[config.mk]
export PLATFORM = sky130hd
export DESIGN_NAME = dvi_mode_ctrl
export DESIGN_NICKNAME = d
export VERILOG_FILES = /design/src/rtl/dvi_mode_ctrl.sv
export SDC_FILE = /design/constraint.sdc
export NUM_CORES = 1
export LEC_CHECK = 0
export ABC_CLOCK_PERIOD_IN_PS = 5100
export BUFFER_PORTS_ARGS = -buffer_cell sky130_fd_sc_hd__buf_2
export CAP_MARGIN = 20
export CELL_PAD_IN_SITES_DETAIL_PLACEMENT = 0
export CELL_PAD_IN_SITES_GLOBAL_PLACEMENT = 1
export CORE_AREA = 4 4 158 274
export CTS_BUF_LIST = sky130_fd_sc_hd__clkbuf_4
export DETAILED_ROUTE_END_ITERATION = 10
export DIE_AREA = 0 0 162 278
export MAX_ROUTING_LAYER = met4
export PLACE_DENSITY_LB_ADDON = 0.1
export SLEW_MARGIN = 40
export SYNTH_ARGS = -nofsm -noshare
export SYNTH_HDL_FRONTEND = slang
export SYNTH_SLANG_ARGS = --single-unit
[constraint.sdc]
create_clock -name clk_i -period 5.1 [get_ports clk_i]
set_input_delay 1.02 -clock clk_i [delete_from_list [all_inputs] [get_ports clk_i]]
set_output_delay 1.02 -clock clk_i [all_outputs]
set_load 0.005 [all_outputs]
[src/rtl/dvi_mode_ctrl.sv]
// Frame-synchronous video-mode switcher: validates a new timing set, blanks on a
// frame boundary, restarts the timing generator on the new set, then unblanks.
module dvi_mode_ctrl #(
   parameter int H_W           = 12,
   parameter int V_W           = 11,
   parameter int BLANK_FRAMES  = 1,
   parameter int SETTLE_FRAMES = 2,
   parameter int RST_CYCLES    = 4,
   parameter int TIMEOUT       = 2000000,
   parameter int DEF_H_ACT     = 640,
   parameter int DEF_H_SS      = 656,
   parameter int DEF_H_SE      = 752,
   parameter int DEF_H_TOT     = 800,
   parameter int DEF_V_ACT     = 480,
   parameter int DEF_V_SS      = 490,
   parameter int DEF_V_SE      = 492,
   parameter int DEF_V_TOT     = 525
) (
   input  logic             clk_i,
   input  logic             rst_ni,
   input  logic             req_valid_i,
   output logic             req_ready_o,
   input  logic [4*H_W-1:0] req_h_i,
   input  logic [4*V_W-1:0] req_v_i,
   input  logic             frame_end_i,
   output logic [4*H_W-1:0] h_cfg_o,
   output logic [4*V_W-1:0] v_cfg_o,
   output logic             timing_rst_o,
   output logic             blank_o,
   output logic             busy_o,
   output logic             req_err_o,
   output logic             timeout_o
);
   localparam int FMAX = (BLANK_FRAMES > SETTLE_FRAMES) ? BLANK_FRAMES : SETTLE_FRAMES;
   localparam int FC_W = $clog2(FMAX + 1);
   localparam int RC_W = $clog2(RST_CYCLES + 1);
   localparam int WD_W = $clog2(TIMEOUT + 1);

   localparam logic [4*H_W-1:0] DEF_H = {H_W'(DEF_H_TOT), H_W'(DEF_H_SE), H_W'(DEF_H_SS), H_W'(DEF_H_ACT)};
   localparam logic [4*V_W-1:0] DEF_V = {V_W'(DEF_V_TOT), V_W'(DEF_V_SE), V_W'(DEF_V_SS), V_W'(DEF_V_ACT)};

   typedef enum logic [2:0] {IDLE, CHECK, WAIT_EOF, BLANK, APPLY, SETTLE} state_e;

   state_e           state_q, state_d;
   logic [4*H_W-1:0] sh_h_q, sh_h_d, h_cfg_q, h_cfg_d;
   logic [4*V_W-1:0] sh_v_q, sh_v_d, v_cfg_q, v_cfg_d;
   logic [FC_W-1:0]  fcnt_q, fcnt_d;
   logic [RC_W-1:0]  rcnt_q, rcnt_d;
   logic [WD_W-1:0]  wd_q, wd_d;
   logic             trst_q, trst_d, blank_q, blank_d, err_q, err_d, tmo_q, tmo_d;
   logic             fe_ok, wd_hit, watched, cfg_ok;

   function automatic logic order_ok(input int unsigned a, ss, se, tot);
      return (a != 0) && (a < ss) && (ss < se) && (se <= tot);
   endfunction

   always_comb begin
      state_d = state_q;
      sh_h_d  = sh_h_q;
      sh_v_d  = sh_v_q;
      h_cfg_d = h_cfg_q;
      v_cfg_d = v_cfg_q;
      fcnt_d  = fcnt_q;
      rcnt_d  = rcnt_q;
      trst_d  = trst_q;
      blank_d = blank_q;
      err_d   = 1'b0;
      tmo_d   = tmo_q;

      // Restart pulses can glitch the generator's frame_end, so they never count.
      fe_ok   = frame_end_i & ~trst_q;
      watched = (state_q == WAIT_EOF) || (state_q == BLANK) || (state_q == SETTLE);
      wd_hit  = watched && (wd_q == WD_W'(TIMEOUT - 1));
      cfg_ok  = order_ok(32'(sh_h_q[H_W-1:0]), 32'(sh_h_q[2*H_W-1:H_W]),
                         32'(sh_h_q[3*H_W-1:2*H_W]), 32'(sh_h_q[4*H_W-1:3*H_W])) &&
                order_ok(32'(sh_v_q[V_W-1:0]), 32'(sh_v_q[2*V_W-1:V_W]),
                         32'(sh_v_q[3*V_W-1:2*V_W]), 32'(sh_v_q[4*V_W-1:3*V_W]));

      case (state_q)
         IDLE: if (req_valid_i) begin
            sh_h_d  = req_h_i;
            sh_v_d  = req_v_i;
            tmo_d   = 1'b0;
            state_d = CHECK;
         end
         CHECK: if (cfg_ok) state_d = WAIT_EOF;
                else begin
                   err_d   = 1'b1;
                   state_d = IDLE;
                end
         WAIT_EOF: if (fe_ok || wd_hit) begin
            if (!fe_ok) tmo_d = 1'b1;
            fcnt_d  = '0;
            blank_d = 1'b1;
            state_d = BLANK;
         end
         BLANK: begin
            if ((fe_ok && fcnt_q == FC_W'(BLANK_FRAMES - 1)) || (!fe_ok && wd_hit)) begin
               if (!fe_ok) tmo_d = 1'b1;
               h_cfg_d = sh_h_q;
               v_cfg_d = sh_v_q;
               trst_d  = 1'b1;
               rcnt_d  = '0;
               state_d = APPLY;
            end else if (fe_ok) fcnt_d = fcnt_q + FC_W'(1);
         end
         APPLY: begin
            if (rcnt_q == RC_W'(RST_CYCLES - 1)) begin
               trst_d  = 1'b0;
               fcnt_d  = '0;
               state_d = SETTLE;
            end else rcnt_d = rcnt_q + RC_W'(1);
         end
         SETTLE: begin
            if ((fe_ok && fcnt_q == FC_W'(SETTLE_FRAMES - 1)) || (!fe_ok && wd_hit)) begin
               if (!fe_ok) tmo_d = 1'b1;
               blank_d = 1'b0;
               state_d = IDLE;
            end else if (fe_ok) fcnt_d = fcnt_q + FC_W'(1);
         end
         default: state_d = IDLE;
      endcase

      // Watchdog runs only while waiting on frames and restarts on any edge of progress.
      if (!watched || frame_end_i || state_d != state_q) wd_d = '0;
      else                                               wd_d = wd_q + WD_W'(1);
   end

   always_ff @(posedge clk_i or negedge rst_ni) begin
      if (!rst_ni) begin
         state_q <= IDLE;
         sh_h_q  <= '0;
         sh_v_q  <= '0;
         h_cfg_q <= DEF_H;
         v_cfg_q <= DEF_V;
         fcnt_q  <= '0;
         rcnt_q  <= '0;
         wd_q    <= '0;
         trst_q  <= 1'b0;
         blank_q <= 1'b0;
         err_q   <= 1'b0;
         tmo_q   <= 1'b0;
      end else begin
         state_q <= state_d;
         sh_h_q  <= sh_h_d;
         sh_v_q  <= sh_v_d;
         h_cfg_q <= h_cfg_d;
         v_cfg_q <= v_cfg_d;
         fcnt_q  <= fcnt_d;
         rcnt_q  <= rcnt_d;
         wd_q    <= wd_d;
         trst_q  <= trst_d;
         blank_q <= blank_d;
         err_q   <= err_d;
         tmo_q   <= tmo_d;
      end
   end

   assign req_ready_o  = (state_q == IDLE);
   assign busy_o       = (state_q != IDLE);
   assign h_cfg_o      = h_cfg_q;
   assign v_cfg_o      = v_cfg_q;
   assign timing_rst_o = trst_q;
   assign blank_o      = blank_q;
   assign req_err_o    = err_q;
   assign timeout_o    = tmo_q;
endmodule

==> results of run 1 <==
## metal layers
metal / GRT usage (%) / share of wire (%)
met1: 15.9 / 37
met2: 28.9 / 56
met3: 2.68 / 3.9
met4: 4.78 / 2.6
met5: - / 0
## cells by family after synthesis
| kind of cell | count (synthesis) | share of synthesized area [%] |
|---|---|---|
| AND/OR/NAND/NOR | 273 | 12.5 |
| adder cells (fa/ha/maj) | 70 | 8.62 |
| multiplexers | 57 | 7.33 |
| buffers and inverters | 115 | 5.17 |
| AO/OA/AOI/OAI | 199 | 10.9 |
| XOR/XNOR | 19 | 1.64 |
| flip-flops | 217 | 53.9 |
## flip-flops by register name, summed over array words and instances (netlist names)
name and count:
blank_o 1, fcnt_q 2, h_cfg_o 48, rcnt_q 3
req_err_o 1, sh_h_q 48, sh_v_q 44, state_q 3
timeout_o 1, timing_rst_o 1, v_cfg_o 44, wd_q 21
## final cells by class
| type | count | area (sq um) | area share (%) |
|---|---|---|---|
| well taps | 550 | 688 | 5.53 |
| clock inverters | 12 | 46.3 | 0.372 |
| diodes | 2 | 5.00 | 0.0402 |
| inverters | 75 | 282 | 2.26 |
| flip-flops and latches | 217 | 5470 | 44.0 |
| repair buffers | 200 | 1070 | 8.63 |
| multi-input cells | 618 | 4160 | 33.5 |
| clock buffers | 94 | 706 | 5.67 |
## worst register-to-register path: stages, from the launching register on
cell and delay, ps:
dfrtp_1 510, and2b_1 320, a21oi_2 300, nor4_4 90, o211ai_4 230, buf_12 480, buf_4 510, o21ai_0 150
## cells in the final DEF, fill, tap and decap left out, drive strengths merged, types with 3 or more instances in the layout
master,n
clkbuf,94
nand2b,4
or3,4
nor2,34
inv,76
and3,7
a21oi,24
buf,200
nor4,11
and4,4
nand3,18
nand4,13
mux2,55
nor3,7
nor2b,6
a21o,6
xnor2,9
nand2,150
o21ai,144
dfrtp,184
o211ai,4
dfstp,33
a22oi,3
ha,70
and2,5
clkinv,11
xor2,10
## worst max path at each step
stage,depth (start not counted),end,start
floorplan,5,fcnt_q[1]$_DFFE_PN0P_,frame_end_i
global placement,7,v_cfg_o[40]$_DFFE_PN0P_,frame_end_i
detailed placement,7,v_cfg_o[40]$_DFFE_PN0P_,frame_end_i
CTS,3,req_ready_o,state_q[0]$_DFF_PN0_
global route,3,req_ready_o,state_q[0]$_DFF_PN0_
finish,3,req_ready_o,state_q[0]$_DFF_PN0_
## power by group through the flow
stage	registers [mW]	clock network, mW	logic (mW)
finish	2.70	1.61	2.48
global route	2.77	1.79	2.90
CTS	2.73	1.71	2.59
detailed placement	2.76	0	2.57
global placement	2.75	0	2.54
floorplan	2.56	0	1.66
## stage by stage
step	hold slack, ps	total power, mW	std cells	area, sq um	worst slack, ps
after global placement	453	5.30	1659	11600	1910
after floorplan	452	4.22	950	10200	2630
after global routing	109	7.46	1768	12400	1950
final	160	6.78	1768	12400	2140
after CTS	299	7.02	1765	12400	2010
after detailed placement	455	5.33	1659	11700	1820
==> qor.yml, run 1 <==
ctsHoldBuffers: 0
die_width_um: 162
cts.sinks: 217
dr.pass1.iters: 4
avgSynthCellArea_sq_um: 10.7
grt_pass1_wl_mm: 50.7
crit_family: "flip-flops"
period_needed_ps: 2960
pin_count: 194
seqPwrFrac_pct: 39.8
final-setup-viol-count: 0
antenna_found_initial: 2
rsz0062_at_grt: "no"
routedWlPerCell_um: 18.9
core-area_sq_um: 41000
p_int_mw: 4.11
grt_use_total_pct: 15.3
status: "finished clean"
die_h_um: 278
via_count: 7552
syn_area_sq_um: 10200
synth_top_area_share_pct: 45.3
hold_path_class: "in2async"
synth_nets: 1116
grt_pass1_vias: 8170
cts_buffer_depth: 3
place_hpwl_mm: 24.3
post-cts-setup-buffer-count: 0
fill_cells: 4428
r2r_cells: 7
path_class: "reg2out"
worst_setup_path_end_kind: "output port"
cts_tree: "built"
startpoint_type: "flop"
die_area_sq_um: 45000
syn2layout_area_growth_pct: 22.4
worst_ep_arrival_time_ps: 1940
synth_seq_cells: 217
timing.fmax_mhz: 338
ys_top_cells_by_area: "dfrtp_1, ha_1, dfstp_2"
setup_tns_ps: 0
finalHoldViolCount: 0
clkSlewWorstSetupHoldPaths_ps: 70
p_clk_share_pct: 23.7
synth_enable_flop_cells: 0
async_flop_share_pct: 100
postSynthCellCount: 950
dr.first_iter.drc_count: 312
antenna_left: 0
nets: 1336
irDropWorstVdd_mv: 0.172
start_util_pct: 24.8
drv_slew: 0
power_frac_comb_pct: 36.5
gp_congestion: 0.749
overflow: 0
numCtsBuffers: 58
critPathMaxFanout: 14
synth-main-ff-cell: "dfrtp_1"
worstSkewPairLatency_ps: 730
path_cells: "or3_1 > inv_1 > buf_2"
p_sw_share_pct: 39.4
yosysTopAreaCell: "dfrtp_1"
portBuffers: 193
rr_startpoint: "state_q[2]$_DFF_PN0_"
ctsHtreeMaxLevel: 2
slew_headroom_pct: 46.5
num_rows: 98
cts_resized: 0
period_share_pct: 58.0
ys_types: 57
max_stage_delay_ps: 570
post_drt_via_cell_ratio: 4.27
root_buffer: "clkbuf_4"
synth_common_cells: "dfrtp_1, nand2_1, o21ai_0, inv_1, ha_1"
reg2reg_slack_ps: 2360
routed_wl_mm: 33.5
grt_max_degree: 127
powerDensity_nw_per_um2: 545
cp_num_buf_inv: 2
synth.most_common_cell: "dfrtp_1"
crit_path_top_delay_cell: "dfrtp_1"
fin_util_pct: 30.4
remaining_drc_errors: 0
synth-seq-area-share_pct: 53.9
worst_pin_slew_ps: 803
critPathRequiredTime_ps: 4080
drive_above_1_share_pct: 32.2
yosys_warnings: 0
skew_ps: 47.2
static-leakage-power_nw: 6.10
reg2reg_to: "v_cfg_o[41]$_DFFE_PN0P_"
switchingPower_mw: 2.67
drv_cap: 0
(Power assumes the default switching activity.)
==> run 2: changes to the inputs <==
- ABC_AREA: unset -> 1
- ABC_CLOCK_PERIOD_IN_PS: 5100 -> 3000
- clock period: 5.1 -> 3 ns (I/O delays scaled with it)
==> run 2 against run 1 <==
  * Cell count grew 11%
  * Combinational power up 38%
  * Global-route usage shrank 0.21 points
  * Sequential power up 47%
  * Critical path type unchanged
==> qor.yml, run 2 <==
synth-seq-area-share_pct: 53.8
postSynthCellCount: 1131
synth_enable_flop_cells: 0
synth_common_cells: "nand2_1, dfrtp_1, inv_1, o21ai_0, o21ai_1"
yosys_warnings: 0
cts_resized: 0
cts.sinks: 217
crit_family: "flip-flops"
synth-main-ff-cell: "dfrtp_1"
routed_wl_mm: 33.0
grt_use_total_pct: 15.1
remaining_drc_errors: 0
clkSlewWorstSetupHoldPaths_ps: 70
final_common_cell: "nand2_1"
seqPwrFrac_pct: 38.8
p_sw_share_pct: 38.9
ys_types: 32
period_needed_ps: 2450
critPathMaxFanout: 6
static-leakage-power_nw: 6.25
yosysTopAreaCell: "dfrtp_1"
crit_path_top_delay_cell: "dfrtp_1"
synth.most_common_cell: "nand2_1"
irDropWorstVdd_mv: 0.271
worst_ep_arrival_time_ps: 1850
ctsHtreeMaxLevel: 2
slew_headroom_pct: 40.4
die_area_sq_um: 45000
dr.first_iter.drc_count: 301
path_class: "reg2out"
overflow: 0
final-setup-viol-count: 0
portBuffers: 193
status: "finished clean"
synth_nets: 1297
drv_slew: 0
switchingPower_mw: 3.97
finalHoldViolCount: 0
pin_count: 194
preCtsSetupSlack_ps: 630
most-common-layout-cells: "nand2_1, buf_2, dfrtp_1"
post-cts-setup-buffer-count: 0
place_hpwl_mm: 24.2
cts_tree: "built"
cp_num_buf_inv: 3
root_buffer: "clkbuf_4"
worst_slack_ps: 554
p_clk_share_pct: 27.8
cts_buffer_depth: 3
drive_above_1_share_pct: 26.2
rsz0062_at_grt: "no"
die_width_um: 162
worstSkewPairLatency_ps: 730
p_int_mw: 6.25
antenna_found_initial: 2
start_util_pct: 24.9
holdWs_ps: 99.3
grt_pass1_vias: 8771
synth_seq_cells: 217
critPathRequiredTime_ps: 2400
worst_pin_slew_ps: 894
num_rows: 98
grt_pass1_wl_mm: 51.0
async_flop_share_pct: 100
syn2layout_area_growth_pct: 24.5
timing.fmax_mhz: 409
dr.pass1.iters: 4
skew_ps: 49.5
core-area_sq_um: 41000
grt_max_degree: 159
powerDensity_nw_per_um2: 807
period_share_pct: 81.5
nets: 1526
numCtsBuffers: 57
drv_cap: 0
syn_area_sq_um: 10200
synth_top_area_share_pct: 45.2
startpoint_type: "flop"
routedWlPerCell_um: 16.8
worst_setup_path_end_kind: "output port"
setup_tns_ps: 0
ys_top_cells_by_area: "dfrtp_1, nand2_1, ha_1"
hold_path_class: "in2reg"
path_cells: "nor2_1 > inv_1 > nor2_1 > inv_1 > buf_2"
gp_congestion: 0.758
max_stage_delay_ps: 440
avgSynthCellArea_sq_um: 9.00
post_drt_via_cell_ratio: 4.22
via_count: 8262
die_h_um: 278
antenna_left: 0
power_frac_comb_pct: 33.4
[run 2: changes by cell type in the layout (fill, tap and decap cells not counted), moves of 16 or more]
cell | previous run | this run
mux2_2 | 27 | 0
o21ai_0 | 124 | 108
inv_1 | 75 | 133
mux2_4 | 28 | 0
o21ai_1 | 20 | 89
nor2_2 | 0 | 23
nand2_1 | 150 | 275
[run 2: layout make-up]
| type | instances | area (sq um) |
|---|---|---|
| diodes | 1 | 2.50 |
| clock buffers | 87 | 653 |
| clock inverters | 21 | 138 |
| fillers | 4581 | 28300 |
| inverters | 136 | 513 |
| multi-input cells | 736 | 3990 |
| flip-flops and latches | 217 | 5470 |
| well taps | 550 | 688 |
| repair buffers | 212 | 1210 |
[run 2: path summary, 6_finish.rpt]
check	from	to	slack (ps)	cells after the start
setup reg to reg	wd_q[0]$_DFF_PN0_	v_cfg_o[7]$_DFFE_PN1P_	700	10
setup / recovery	state_q[0]$_DFF_PN0_	busy_o	550	5
max in group asynchronous	rst_ni	h_cfg_o[33]$_DFFE_PN1P_	1650	3
hold / removal	req_v_i[34]	sh_v_q[34]$_DFFE_PN0P_	100	3
hold reg to reg	v_cfg_o[42]$_DFFE_PN1P_	v_cfg_o[42]$_DFFE_PN1P_	480	2
min in group asynchronous	rst_ni	sh_v_q[34]$_DFFE_PN0P_	430	2
[run 2: cell families (layout without fill, tap and decap cells)]
group	Yosys count	in the layout	synth area share, %
flip-flops	217	217	53.8
AO/OA/AOI/OAI	246	246	12.4
other	0	1	0
adder cells (fa/ha/maj)	70	70	8.61
AND/OR/NAND/NOR	403	403	16.7
XOR/XNOR	17	17	1.46
buffers and inverters	178	456	7.01
[run 2: power by group through the flow]
| stage | Combinational [mW] | Sequential (mW) | Clock, mW |
|---|---|---|---|
| 2_1_floorplan | 2.35 | 3.86 | 0 |
| 3_3_place_gp | 3.50 | 4.04 | 0 |
| 3_5_place_dp | 3.55 | 4.05 | 0 |
| 4_1_cts | 3.58 | 3.99 | 3.02 |
| 5_1_grt | 4.07 | 4.05 | 3.15 |
| 6_report | 3.42 | 3.96 | 2.84 |
[run 2: metrics by stage]
step	utilization [%]	cell area, sq um	power (mW)	instances
floorplan	-	10200	6.21	1131
global placement	28.8	11800	7.54	1844
detailed placement	28.8	11800	7.60	1844
CTS	30.9	12700	10.6	1959
global route	30.9	12700	11.3	1960
finish	30.9	12700	10.2	1960
[run 2: what timing repair did]
action	CTS	global route
endpoints found under the hold margin	66	0
hold buffers	7	0
setup endpoints to repair	0	0
[run 2: metal layers]
metal	wire length, um	GRT usage (%)
met3	1300	2.56
met4	831	4.69
met1	13000	16.6
met5	0	-
met2	17800	27.6
[run 2: worst register-to-register path: cells and delay by family (launching register included)]
family	cells	cell delay (ps)
flip-flops	1	430
AND/OR/NAND/NOR	7	720
adder cells (fa/ha/maj)	1	210
AO/OA/AOI/OAI	1	620
buffers and inverters	1	210
==> run 3: changes to the inputs <==
- ABC_AREA: 1 -> 0
- ABC_CLOCK_PERIOD_IN_PS: 3000 -> 2250
- clock period: 3 -> 2.25 ns (I/O delays scaled with it)
==> run 3 against run 2 <==
  * Total power is 68% higher
  * Register-to-register slack worse by 690 ps
  * Cell count is 1.6% lower
  * Sequential share of layout area is 4.7 points lower
  * Via count is 0.22% lower
  * Combinational power is 110% higher
  * Sequential power is 55% higher
  * First-iteration DRC count is 17% lower
  * Critical path type is now reg2reg
==> qor.yml, run 3 (synthesis results as in run 1) <==
reg2reg_slack_ps: 10
die_width_um: 162
final_common_cell: "buf_2"
core-area_sq_um: 41000
most-common-layout-cells: "buf_2, dfrtp_1, nand2_1"
setup_tns_ps: 0
grt_pass1_vias: 9014
slew_headroom_pct: 67.9
worst_setup_path_end_kind: "flop"
portBuffers: 193
period_share_pct: 99.4
grt_pass1_wl_mm: 53.9
place_hpwl_mm: 26.3
clkSlewWorstSetupHoldPaths_ps: 70
grt_max_degree: 107
drive_above_1_share_pct: 35.8
startpoint_type: "flop"
antenna_found_initial: 1
hold_path_class: "in2async"
die_area_sq_um: 45000
place_inst: 1718
worst_pin_slew_ps: 477
placed_area_sq_um: 12200
fin_util_pct: 34.8
irDropWorstVdd_mv: 0.383
num_rows: 98
design_area_sq_um: 14200
drv_cap: 0
post_drt_via_cell_ratio: 4.28
worst_ep_arrival_time_ps: 2850
path_class: "reg2reg"
skew_ps: 25.8
nets: 1500
cts.sinks: 217
start_util_pct: 24.8
die_h_um: 278
finalHoldViolCount: 0
routedWlPerCell_um: 18.8
remaining_drc_errors: 0
syn2layout_area_growth_pct: 40.2
max_stage_delay_ps: 410
numCtsBuffers: 57
dr.pass1.iters: 4
grt_use_total_pct: 16.2
critPathMaxFanout: 30
total_power_mw: 17.1
drv_slew: 0
period_needed_ps: 2240
layout.cells.non_filler: 1928
dr.first_iter.drc_count: 250
path_cells: "nor4b_4 > nand4_1 > buf_4 > nor4_4 > o211ai_4 > buf_12 > mux2_4"
critPathRequiredTime_ps: 2860
root_buffer: "clkbuf_4"
gp_congestion: 0.753
worstSkewPairLatency_ps: 740
status: "finished clean"
fill_cells: 4360
final-setup-viol-count: 0
routed_wl_mm: 36.2
static-leakage-power_nw: 6.92
via_count: 8244
timing.fmax_mhz: 447
overflow: 0
powerDensity_nw_per_um2: 1200
cts_tree: "built"
pin_count: 194
cts_buffer_depth: 3
ctsHtreeMaxLevel: 2
crit_path_top_delay_cell: "dfrtp_1"
rsz0062_at_grt: "yes"
antenna_left: 0
run 3: worst paths after layout:
| kind | from | end | depth (start not counted) |
|---|---|---|---|
| setup reg to reg | wd_q[11]$_DFF_PN0_ | h_cfg_o[12]$_DFFE_PN0P_ | 7 |
| hold / removal | rst_ni | wd_q[14]$_DFF_PN0_ | 2 |
| max in group asynchronous | rst_ni | v_cfg_o[35]$_DFFE_PN1P_ | 3 |
| setup / recovery | wd_q[11]$_DFF_PN0_ | h_cfg_o[12]$_DFFE_PN0P_ | 7 |
| min in group clk_i | frame_end_i | wd_q[1]$_DFF_PN0_ | 4 |
| hold reg to reg | h_cfg_o[19]$_DFFE_PN1P_ | h_cfg_o[19]$_DFFE_PN1P_ | 2 |
run 3: cell type report:
type / instances / area [sq um] / share of cell area [%]
antenna: 1 / 2.50 / 0.0176
clock buffer: 89 / 668 / 4.69
clock inverter: 13 / 103 / 0.720
inverter: 75 / 282 / 1.98
multi-input combinational: 618 / 4320 / 30.3
sequential: 217 / 5480 / 38.5
tap: 550 / 688 / 4.83
timing repair buffer: 365 / 2700 / 19.0
run 3: repair_timing:
item / CTS / global route
gates cloned: 0 / 2
hold buffers: 93 / 0
setup endpoints to repair: 26 / 100
buffers inserted: 10 / 3
pin swaps: 5 / 6
hold endpoints to repair: 280 / 0
resized for setup: 17 / 33
run 3: worst max-delay path: cells and delay by family (launching register included):
kind | cells | cell delay [ps]
simple gates | 3 | 800
flops | 1 | 410
buf+inv | 2 | 400
mux | 1 | 320
compound gates | 1 | 170
run 3: metal layers:
layer	global-route usage [%]	vias up	wire length, um
li1	-	4060	-
met1	16.2	3941	12900
met2	31.2	181	20800
met3	2.86	62	1320
met4	5.45	0	1160
met5	-	-	0
run 3: metrics by stage:
stage	hold slack [ps]	setup WS [ps]
2_1_floorplan	154	216
3_3_place_gp	334	-265
5_1_grt	114	-91.9
6_report	170	12.5
3_5_place_dp	336	-260
4_1_cts	98.7	-28.4
run 3: report_power, final:
part	internal [mW]	total [mW]	switching, mW
clock	2.01	3.77	1.76
combinational	3.38	7.25	3.87
sequential	5.15	6.12	0.972
